**src/rtl/sonar_pkg.sv**
```systemverilog
// Shared definitions for the multi-channel ultrasonic sonar scanner.
// Holds the controller state encoding and the compile-time helpers that
// turn microsecond timings and the speed of sound into clock-cycle units.
package sonar_pkg;

  // Half the speed of sound in mm/s (343.21 m/s / 2 for the round trip).
  localparam longint SOUND_MM_PER_S_HALF = 171_605;
  // Fractional bits of the distance accumulator.
  localparam int     FRAC_BITS           = 16;

  typedef enum logic [2:0] {
    S_IDLE,
    S_TRIG,
    S_WAIT_ECHO,
    S_MEASURE,
    S_REPORT,
    S_HOLDOFF
  } state_e;

  // Microseconds to clock cycles; freq is a whole number of MHz.
  function automatic longint us_to_cyc(input longint freq, input longint us);
    return (freq / 1_000_000) * us;
  endfunction

  // Q16 millimetres travelled (one way) per clock cycle, rounded.
  function automatic longint inc_q16(input longint freq);
    return (SOUND_MM_PER_S_HALF * (longint'(1) << FRAC_BITS) + freq / 2) / freq;
  endfunction

endpackage

```
**src/rtl/sonar_echo_sync.sv**
```systemverilog
// Per-channel two-flop synchroniser for the asynchronous echo lines, with
// single-cycle rise/fall flags derived from the synchronised level.
// Ports:
//   clk_i    system clock
//   rst_ni   synchronous active-low reset
//   echo_i   raw echo lines, one per sensor
//   sync_o   synchronised echo levels
//   rise_o   synchronised level went 0 -> 1 this cycle
//   fall_o   synchronised level went 1 -> 0 this cycle
module sonar_echo_sync #(
  parameter int CHANNELS = 4
) (
  input  logic                clk_i,
  input  logic                rst_ni,
  input  logic [CHANNELS-1:0] echo_i,
  output logic [CHANNELS-1:0] sync_o,
  output logic [CHANNELS-1:0] rise_o,
  output logic [CHANNELS-1:0] fall_o
);

  logic [CHANNELS-1:0] meta_q;
  logic [CHANNELS-1:0] sync_q;
  logic [CHANNELS-1:0] prev_q;

  always_ff @(posedge clk_i) begin
    if (!rst_ni) begin
      meta_q <= '0;
      sync_q <= '0;
      prev_q <= '0;
    end else begin
      meta_q <= echo_i;
      sync_q <= meta_q;
      prev_q <= sync_q;
    end
  end

  assign sync_o = sync_q;
  assign rise_o = sync_q & ~prev_q;
  assign fall_o = ~sync_q & prev_q;

endmodule

```
**src/rtl/sonar_scanner.sv**
```systemverilog
// Multi-channel HC-SR04 style sonar controller. Pings the enabled sensors
// one at a time in ascending channel order, measures each echo pulse as a
// millimetre distance, and enforces an idle holdoff after every result to
// keep one sensor's ping from being heard by the next.
// Ports:
//   clk, rst_n        clock, synchronous active-low reset
//   start             begin a sweep (only looked at while idle)
//   continuous        chain sweeps back to back while ch_mask is non-zero
//   ch_mask           enabled channels, latched at each sweep start
//   echo              asynchronous echo lines
//   trig              trigger lines, at most one high
//   busy              controller not idle
//   dist_valid        one-cycle result strobe
//   dist_ch/dist_mm/dist_timeout  result fields, held until the next result
//   sweep_done        one-cycle strobe once the last channel's holdoff ends
module sonar_scanner
  import sonar_pkg::*;
#(
  parameter int FREQ            = 50_000_000,
  parameter int CHANNELS        = 4,
  parameter int DIST_W          = 16,
  parameter int TRIG_US         = 10,
  parameter int ECHO_TIMEOUT_US = 25_000,
  parameter int HOLDOFF_US      = 60_000,
  localparam int CH_W           = (CHANNELS > 1) ? $clog2(CHANNELS) : 1
) (
  input  logic                clk,
  input  logic                rst_n,
  input  logic                start,
  input  logic                continuous,
  input  logic [CHANNELS-1:0] ch_mask,
  input  logic [CHANNELS-1:0] echo,
  output logic [CHANNELS-1:0] trig,
  output logic                busy,
  output logic                dist_valid,
  output logic [CH_W-1:0]     dist_ch,
  output logic [DIST_W-1:0]   dist_mm,
  output logic                dist_timeout,
  output logic                sweep_done
);

  localparam longint TRIG_CYC = us_to_cyc(FREQ, TRIG_US);
  localparam longint TO_CYC   = us_to_cyc(FREQ, ECHO_TIMEOUT_US);
  localparam longint HOLD_CYC = us_to_cyc(FREQ, HOLDOFF_US);
  localparam longint CNT_MAX  = (TRIG_CYC > HOLD_CYC) ? TRIG_CYC : HOLD_CYC;
  localparam int     CNT_W    = $clog2(CNT_MAX + 1);
  localparam int     TMO_W    = $clog2(TO_CYC + 1);
  localparam int     ACC_W    = DIST_W + FRAC_BITS;

  localparam logic [ACC_W-1:0]  INC       = ACC_W'(inc_q16(FREQ));
  localparam logic [CNT_W-1:0]  TRIG_LOAD = CNT_W'(TRIG_CYC - 1);
  localparam logic [CNT_W-1:0]  HOLD_LOAD = CNT_W'(HOLD_CYC - 1);
  localparam logic [TMO_W-1:0]  TO_LOAD   = TMO_W'(TO_CYC);
  // All-ones is reserved for the timeout code, so valid results stop one short.
  localparam logic [DIST_W-1:0] DIST_MAX  = {{(DIST_W-1){1'b1}}, 1'b0};

  function automatic logic [CH_W-1:0] lowest_set(input logic [CHANNELS-1:0] m);
    lowest_set = '0;
    for (int i = CHANNELS - 1; i >= 0; i--) begin
      if (m[i]) lowest_set = CH_W'(i);
    end
  endfunction

  function automatic logic [ACC_W-1:0] sat_add(input logic [ACC_W-1:0] a);
    logic [ACC_W:0] s;
    s = {1'b0, a} + {1'b0, INC};
    sat_add = s[ACC_W] ? '1 : s[ACC_W-1:0];
  endfunction

  // Integer millimetres; only an all-ones integer part can exceed DIST_MAX.
  function automatic logic [DIST_W-1:0] to_mm(input logic [ACC_W-1:0] a);
    logic [DIST_W-1:0] ip;
    ip = a[ACC_W-1:FRAC_BITS];
    to_mm = (ip == '1) ? DIST_MAX : ip;
  endfunction

  logic [CHANNELS-1:0] echo_sync, echo_rise, echo_fall;

  sonar_echo_sync #(
    .CHANNELS (CHANNELS)
  ) u_echo_sync (
    .clk_i  (clk),
    .rst_ni (rst_n),
    .echo_i (echo),
    .sync_o (echo_sync),
    .rise_o (echo_rise),
    .fall_o (echo_fall)
  );

  state_e              state_q, state_d;
  logic [CHANNELS-1:0] mask_q, mask_d;
  logic [CH_W-1:0]     ch_q, ch_d;
  logic [CNT_W-1:0]    cnt_q, cnt_d;
  logic [TMO_W-1:0]    tmo_q, tmo_d;
  logic [ACC_W-1:0]    acc_q, acc_d;
  logic                armed_q, armed_d;
  logic                rep_d, rep_to_d, done_d;
  logic [CHANNELS-1:0] trig_d;
  logic                has_next;
  logic [CH_W-1:0]     next_ch;

  logic [CHANNELS-1:0] trig_q;
  logic                busy_q, dist_valid_q, dist_timeout_q, sweep_done_q;
  logic [CH_W-1:0]     dist_ch_q;
  logic [DIST_W-1:0]   dist_mm_q;

  // Next enabled channel above the current one in the latched mask.
  always_comb begin
    has_next = 1'b0;
    next_ch  = '0;
    for (int i = CHANNELS - 1; i >= 0; i--) begin
      if (mask_q[i] && (i > int'(ch_q))) begin
        has_next = 1'b1;
        next_ch  = CH_W'(i);
      end
    end
  end

  always_comb begin
    state_d  = state_q;
    mask_d   = mask_q;
    ch_d     = ch_q;
    cnt_d    = cnt_q;
    tmo_d    = tmo_q;
    acc_d    = acc_q;
    armed_d  = armed_q;
    rep_d    = 1'b0;
    rep_to_d = 1'b0;
    done_d   = 1'b0;
    case (state_q)
      S_IDLE: begin
        if (start && (ch_mask != '0)) begin
          mask_d  = ch_mask;
          ch_d    = lowest_set(ch_mask);
          cnt_d   = TRIG_LOAD;
          state_d = S_TRIG;
        end
      end
      S_TRIG: begin
        if (cnt_q == '0) begin
          tmo_d   = TO_LOAD;
          acc_d   = '0;
          armed_d = 1'b0;
          state_d = S_WAIT_ECHO;
        end else begin
          cnt_d = cnt_q - 1'b1;
        end
      end
      S_WAIT_ECHO: begin
        // A rise only counts once the line has been seen low in this state,
        // so an echo that is already high on entry is ignored until it drops.
        if (tmo_q == '0) begin
          rep_d    = 1'b1;
          rep_to_d = 1'b1;
          state_d  = S_REPORT;
        end else begin
          tmo_d = tmo_q - 1'b1;
          if (!echo_sync[ch_q]) armed_d = 1'b1;
          if (armed_q && echo_rise[ch_q]) begin
            acc_d   = INC;
            state_d = S_MEASURE;
          end
        end
      end
      S_MEASURE: begin
        // Echo end wins over a timeout expiring in the same cycle.
        if (echo_fall[ch_q]) begin
          rep_d   = 1'b1;
          state_d = S_REPORT;
        end else if (tmo_q == '0) begin
          rep_d    = 1'b1;
          rep_to_d = 1'b1;
          state_d  = S_REPORT;
        end else begin
          tmo_d = tmo_q - 1'b1;
          acc_d = sat_add(acc_q);
        end
      end
      S_REPORT: begin
        cnt_d   = HOLD_LOAD;
        state_d = S_HOLDOFF;
      end
      S_HOLDOFF: begin
        if (cnt_q != '0) begin
          cnt_d = cnt_q - 1'b1;
        end else if (has_next) begin
          ch_d    = next_ch;
          cnt_d   = TRIG_LOAD;
          state_d = S_TRIG;
        end else begin
          done_d = 1'b1;
          if (continuous && (ch_mask != '0)) begin
            mask_d  = ch_mask;
            ch_d    = lowest_set(ch_mask);
            cnt_d   = TRIG_LOAD;
            state_d = S_TRIG;
          end else begin
            state_d = S_IDLE;
          end
        end
      end
      default: state_d = S_IDLE;
    endcase

    trig_d = '0;
    if (state_d == S_TRIG) trig_d[ch_d] = 1'b1;
  end

  always_ff @(posedge clk) begin
    if (!rst_n) begin
      state_q        <= S_IDLE;
      mask_q         <= '0;
      ch_q           <= '0;
      cnt_q          <= '0;
      tmo_q          <= '0;
      acc_q          <= '0;
      armed_q        <= 1'b0;
      trig_q         <= '0;
      busy_q         <= 1'b0;
      dist_valid_q   <= 1'b0;
      dist_ch_q      <= '0;
      dist_mm_q      <= '0;
      dist_timeout_q <= 1'b0;
      sweep_done_q   <= 1'b0;
    end else begin
      state_q      <= state_d;
      mask_q       <= mask_d;
      ch_q         <= ch_d;
      cnt_q        <= cnt_d;
      tmo_q        <= tmo_d;
      acc_q        <= acc_d;
      armed_q      <= armed_d;
      trig_q       <= trig_d;
      busy_q       <= (state_d != S_IDLE);
      dist_valid_q <= rep_d;
      sweep_done_q <= done_d;
      if (rep_d) begin
        dist_ch_q      <= ch_q;
        dist_mm_q      <= rep_to_d ? '1 : to_mm(acc_q);
        dist_timeout_q <= rep_to_d;
      end
    end
  end

  assign trig         = trig_q;
  assign busy         = busy_q;
  assign dist_valid   = dist_valid_q;
  assign dist_ch      = dist_ch_q;
  assign dist_mm      = dist_mm_q;
  assign dist_timeout = dist_timeout_q;
  assign sweep_done   = sweep_done_q;

endmodule

```
**config.mk**
```make
export PLATFORM = sky130hd
export DESIGN_NAME = sonar_scanner
export DESIGN_NICKNAME = d
export VERILOG_FILES = /design/src/rtl/sonar_pkg.sv /design/src/rtl/sonar_echo_sync.sv /design/src/rtl/sonar_scanner.sv
export SDC_FILE = /design/constraint.sdc
export NUM_CORES = 1
export LEC_CHECK = 0
export ABC_AREA = 0
export ABC_CLOCK_PERIOD_IN_PS = 4300
export CAP_MARGIN = 20
export CORE_UTILIZATION = 40
export CTS_BUF_LIST = sky130_fd_sc_hd__clkbuf_4 sky130_fd_sc_hd__clkbuf_8
export CTS_CLUSTER_DIAMETER = 100
export DETAILED_ROUTE_END_ITERATION = 8
export PLACE_DENSITY = 0.57
export SLEW_MARGIN = 20
export SYNTH_ARGS = -nofsm -noshare
export SYNTH_HDL_FRONTEND = slang
export SYNTH_SLANG_ARGS = --single-unit
```
**constraint.sdc**
```tcl
create_clock -name clk -period 4.3 [get_ports clk]
set_input_delay 0.86 -clock clk [delete_from_list [all_inputs] [get_ports clk]]
set_output_delay 0.86 -clock clk [all_outputs]
set_load 0.02 [all_outputs]
```
# ---- Word level (Yosys, flattened, before mapping)
# Cells that the tools add are included.
dict set report op_classes {
  n_reduce_logical 24
  n_addsub 3
  muxes 67
  n_eq_ne 19
  n_bitwise 6
  order_cmp 6
}
# op n
set ops {}
lappend ops {{$mux W32} 6}
lappend ops {{$mux W22} 5}
lappend ops {{$pmux W32 S3} 1}
lappend ops {{$pmux W22 S4} 1}
lappend ops {{$mux W21} 3}
lappend ops {{$pmux W21 S3} 1}
lappend ops {{$add A32 B8 Y33 const B} 1}
lappend ops {{$mux W16} 2}
lappend ops {{$logic_not A22 Y1} 1}
lappend ops {{$mux W2} 11}
lappend ops {{$ne A2 B2 Y1 const B} 11}
lappend ops {{$reduce_bool A22 Y1} 1}
lappend ops {{$sub A22 B1 Y22 const B} 1}
lappend ops {{$logic_not A21 Y1} 1}
lappend ops {{$mux W3} 7}
lappend ops {{$sub A21 B1 Y21 const B} 1}
lappend ops {{$pmux W3 S6} 1}
lappend ops {{$eq A16 B16 Y1 const B} 1}
lappend ops {{$mux W1} 16}
lappend ops {{$mux W4} 4}
lappend ops {{$and A4 B4 Y4} 2}
lappend ops {{$not A4 Y4} 2}
lappend ops {{$pmux W4 S2} 1}
lappend ops {{$reduce_and A4 Y1} 2}
lappend ops {{23 further kinds} 42}
dict set report totals {
  output_inout_bits 26
  inputBits 12
  register_bits 123
  elab_cells 142
}

# ---- Longest topological paths before layout
dict set report logic_depth {
  ltp_word 12
  ltp_mapped 10
  ltp_nobuf 8
}

# ---- Modules after synthesis
# A second synthesis with hierarchy kept.
dict set report hier_totals {
  hier_cells 776
  hier_area_um2 6373.6
}
# mod instances cells_each area_per_inst_um2 seq_area_each_um2
set modules_own_cells {}
lappend modules_own_cells {sonar_scanner 1 743 5987.0 2202.1}
lappend modules_own_cells {sonar_echo_sync 1 33 386.6 240.2}

# ---- Worst setup path before layout
# Ideal clock, no wire load.
dict set report synth_path {
  path_type {input to register}
  from {in ch_mask[3]}
  to {reg cnt_q[21]}
  t_required_ps 4168
  setup_ps 132
  arrival_time_ps 2394
  path_buffers 1
  stages 7
  setup_slack_ps 1774
  path_cell_list {or4_1 > nand2_1 > a31oi_1 > a22o_1 > clkbuf_1 > a31oi_1 > a21oi_1}
}
dict set report synth_via {
  elab_chain_cells 4
  word_cells_on_any_way 6
  cone_classes {eq/ne: 2; reduce/logical: 4}
}
# item line_no
set synth_rtl {}
lappend synth_rtl {{start: declaration} sonar_scanner.sv:31} ;# input logic [CHANNELS-1:0] ch_mask,
lappend synth_rtl {{$reduce_bool A4 Y1 (*)} {sonar_scanner.sv:132, sonar_scanner.sv:192}}
lappend synth_rtl {{$logic_and A1 B1 Y1 (on tied branches)} {sonar_scanner.sv:192, sonar_scanner.sv:132}}
lappend synth_rtl {{$ne A4 B4 Y1 (no source line) or $ne A2 B2 Y1 (tied branches)} -}
lappend synth_rtl {{$reduce_and A4 Y1 (no source line) (*)} -}
lappend synth_rtl {{end signal: assignment} sonar_scanner.sv:229} ;# cnt_q <= cnt_d;
lappend synth_rtl {{end: declaration} sonar_scanner.sv:93} ;# logic [CNT_W-1:0] cnt_q, cnt_d;
# Mark *: on every way between the ends. The rest lies on a longest branch, timed or not.
# A chain may end at the register's enable or synchronous reset.

# ---- Final worst setup path
dict set report layout_path {
  from {in ch_mask[3]}
  to {reg cnt_q[13]}
}
# The elaborated chain is that of the path after synthesis.

==> metrics.md <==
| Metric | Value |
|---|---|
| Outcome | finished clean |
| Critical Path Source | ch_mask[3] |
| Post-Synthesis Cells | slightly below 800 |
| Initial DRT Pass Iterations | 5 |
| Min-delay src | u_echo_sync.meta_q[3] |
| Crit path kind | in2reg |
| Post-synth top area cell | dfxtp_1 |
| CP cell instances | clkdlybuf4s50_1 -> or4_1 -> nand2_1 -> a31oi_1 -> a22oi_2 -> o21ai_0 -> a21oi_1 |
| Vias in the first global route | 5872 |
| Pwr/cell area | 447 nW/um^2 |
| CP max FO | 18 |
| RePlAce Congestion | 0.881 |
| Post-route setup TNS | 0 ns |
| Die height | roughly 130 um |
| Unrepaired setup endpoints after global routing | no |
| Gr usage total | 23.1% |
| Startpoint types | primary input |
| Max-slew violation count | 0 |
| Final hold vios | 0 |
| Main combinational cell family by area after synthesis | compound AO/OA/AOI/OAI gates |
| Final Instance Area | between 7000 and 8000 um^2 |
| Yosys cell types | 67 |
| DRC violations left | 0 |
| Initial DRC count | 425 |
| PostCTS Resize Cnt | 0 |
| Worst stage delay on the critical path | 0.78 ns |
| Post-Synth Adder-Cell Area | 0.786% |
| Root Buffer | clkbuf_8 |
| Rel. slew slack | 37.0% |
| Die area | roughly 16000 um^2 |
| Largest net degree at the start of global routing | 66 |
| Hold path depth | 1 |
| Max Root-Sink Buffers | 2 |
| Worst r2r dst | trig[2] |
| I/O pin count | 38 |
| Simple-gate area share of the yosys netlist | between 20% and 30% |
| Synth Area in Compound Gates | between 20% and 30% |
| Core Rows | 45 |
| Top FF cell, synth | dfxtp_1 |
| Die X | around 130 um |
| ANT nets after route | 0 |
| Synth Warn # | 0 |
| Synth async-reset ratio | 0% |
| Hold crit path type | reg2reg |
| Core Area | 15400 um^2 |
| Avg Cell Area, Syn | 8.13 um^2 |
| Worst Path Buf+Inv | 1 |
| CP max-delay cell | a22oi_2 |
| Post-CTS Setup Inserts | 0 |
| Worst reg2reg startpoint | tmo_q[0] |
| Overflow after GRT | 0 |
| CTS Buf Count | 17 |
| CP delay by family, top | compound AO/OA/AOI/OAI gates |
| DP Area | 6890 um^2 |
| Fraction of layout cells with a size suffix above 1 | 10.7% |
| Avg WL per Cell | 17.7 um |
| Via count | between 6000 and 7000 |
| Synth Cell Area | between 6000 and 7000 um^2 |
| DP Wirelength | 12100 um |
| WP data arrival | approximately 3.4 ns |
| Multiplexer share of the synthesized area | 1.65% |
| Final min period | 3.02 ns |
| CP required | 4.67 ns |
| Worst Max-Slew Pin Slew | about 0.94 ns |
| Cts hold-fix bufs | 0 |
| CTS H-tree lvls | 4 |
| Vias/cell | 6.11 |
| VDD IR max | 0.269 mV |
| Nets | 819 |
| Syn_nets | 799 |
| Worst Clk Skew | 0.0144 ns |
| Final setup fails | 0 |
| IO buf count | 37 |
| Fmax | ~330 MHz |
| PnR worst setup slack | around 1.3 ns |
| Area contributors post-synth | dfxtp_1, a21oi_1, o21ai_0, nor2_1, o221a_2 |
| Register area share after synthesis | approximately two fifths |
| Starting Density | between 40% and 50% |
| Initial antenna violation count | 0 |
| Fin crit share | 70.2% |
| Register-to-Register Path Depth | 8 |
| Clk sink count | 122 |
| Pre-CTS setup slack | 0.847 ns |
| #FFs+latches synth | roughly 120 |
| CP endpoint kind | flip-flop |
| Number of max-cap violations | 0 |
| Reg clk slew, reported paths | ~0.07 ns |
| Leakage | 2.52 nW |
| Share of the synthesized area in the top cell type | 38.3% |
| Reg2reg setup slack | about 1.3 ns |
| Xor and xnor area share after synthesis | 0.688% |
| Hold Crit Endpoint | u_echo_sync.sync_o[3] |
| TritonCTS clock tree | yes |
| Area growth syn-to-layout | 14.3% |
| First-pass GRT wire length | 29900 um |
| Routed wire length | 18200 um |
| Worst-Skew Late Latency | 0.44 ns |
| ANT cells | 0 |
| Post-synth EDFFs | 0 |
[cell families (layout without fill, tap and decap cells)]
kind of cell,Yosys count,count (layout)
xor+xnor,5,5
fa+ha+maj,4,4
compound gates,265,265
buf+inv,66,99
flops,122,122
mux,8,8
simple gates,313,313
[how the worst max path moves through the flow]
stage,to,slack (ns),cells after the start
6_report,cnt_q[13],1.28,7
5_1_grt,trig[0],1.07,6
4_1_cts,trig[2],1.32,8
3_5_place_dp,cnt_q[13],0.85,7
3_3_place_gp,cnt_q[8],0.91,7
2_1_floorplan,cnt_q[21],1.77,7
[cell usage in the layout (no fill, tap or decap), drive strengths merged, types with 11 or more instances in the layout]
| cell type | n |
|---|---|
| nor2 | 60 |
| inv | 20 |
| a211oi | 13 |
| nand4 | 13 |
| nor3 | 36 |
| nor4 | 19 |
| o21ai | 66 |
| nand2 | 55 |
| or3 | 16 |
| o31ai | 18 |
| clkbuf | 21 |
| dfxtp | 122 |
| o221a | 19 |
| o211ai | 12 |
| clkdlybuf4s50 | 36 |
| or4 | 20 |
| nand3 | 28 |
| and2 | 16 |
| nand2b | 11 |
| a31oi | 20 |
| buf | 11 |
| a21oi | 66 |
[flip-flops by register name, summed over array words and instances, names as in the netlist, 3 cells and up]
signal              count
u_echo_sync.sync_o      4
state_q                 3
cnt_q                  22
tmo_q                  21
u_echo_sync.prev_q      4
acc_q                  32
mask_q                  3
trig                    4
u_echo_sync.meta_q      4
dist_mm                16
[layer usage]
layer | routed length [um] | global-route usage, % | up-vias
li1 | - | - | 3024
met1 | 8480 | 30.5 | 3037
met2 | 8480 | 37.3 | 186
met3 | 991 | 5.18 | 23
met4 | 216 | 7.34 | 0
met5 | 0 | 0 | -
[worst register-to-register path, stage by stage, from the launching register on]
cell and delay, ns:
dfxtp_1 0.31, inv_1 0.12, ha_1 0.20, or4b_1 0.51, or4_1 0.51, o21ai_0 0.47
a21oi_1 0.24, o2111ai_1 0.39, nor3b_1 0.10
[power breakdown]
part           internal, mW  switching [mW]  leakage (nW)
clock                 0.539           0.474         0.193
combinational         0.337           0.599          1.33
sequential             1.21          0.0950         0.989
[synthesized netlist by cell type, types with 9 or more instances]
master / instances
inv_1: 20
nand4_1: 13
a31oi_1: 20
o31ai_1: 18
o211ai_1: 12
or3_1: 15
nand3_1: 28
nor4_1: 17
clkbuf_1: 35
a211oi_1: 13
nor2_1: 59
o221a_2: 19
nand2_1: 55
a21oi_1: 65
nor3_1: 34
or4_1: 18
buf_2: 9
dfxtp_1: 122
o21ai_0: 65
nand2b_1: 11
and2_1: 15
[metrics by stage]
stage / utilization, % / total power [mW] / cells / hold slack [ns]
6_report: 47.4 / 3.25 / 1027 / 0.435
4_1_cts: 47.3 / 3.26 / 1027 / 0.438
3_3_place_gp: 44.8 / 2.22 / 995 / 0.414
3_5_place_dp: 44.8 / 2.24 / 995 / 0.419
5_1_grt: 47.4 / 3.43 / 1027 / 0.459
2_1_floorplan: - / 1.99 / 783 / 0.412
[cell type report]
| class | count | area, um^2 |
|---|---|---|
| multi-input combinational | 595 | 3670 |
| inverter | 20 | 75.1 |
| tap | 211 | 264 |
| fill | 1496 | 8090 |
| clock inverter | 11 | 124 |
| clock buffer | 21 | 264 |
| timing repair buffer | 47 | 440 |
| sequential | 122 | 2440 |
Power figures use the tool's default switching activity.
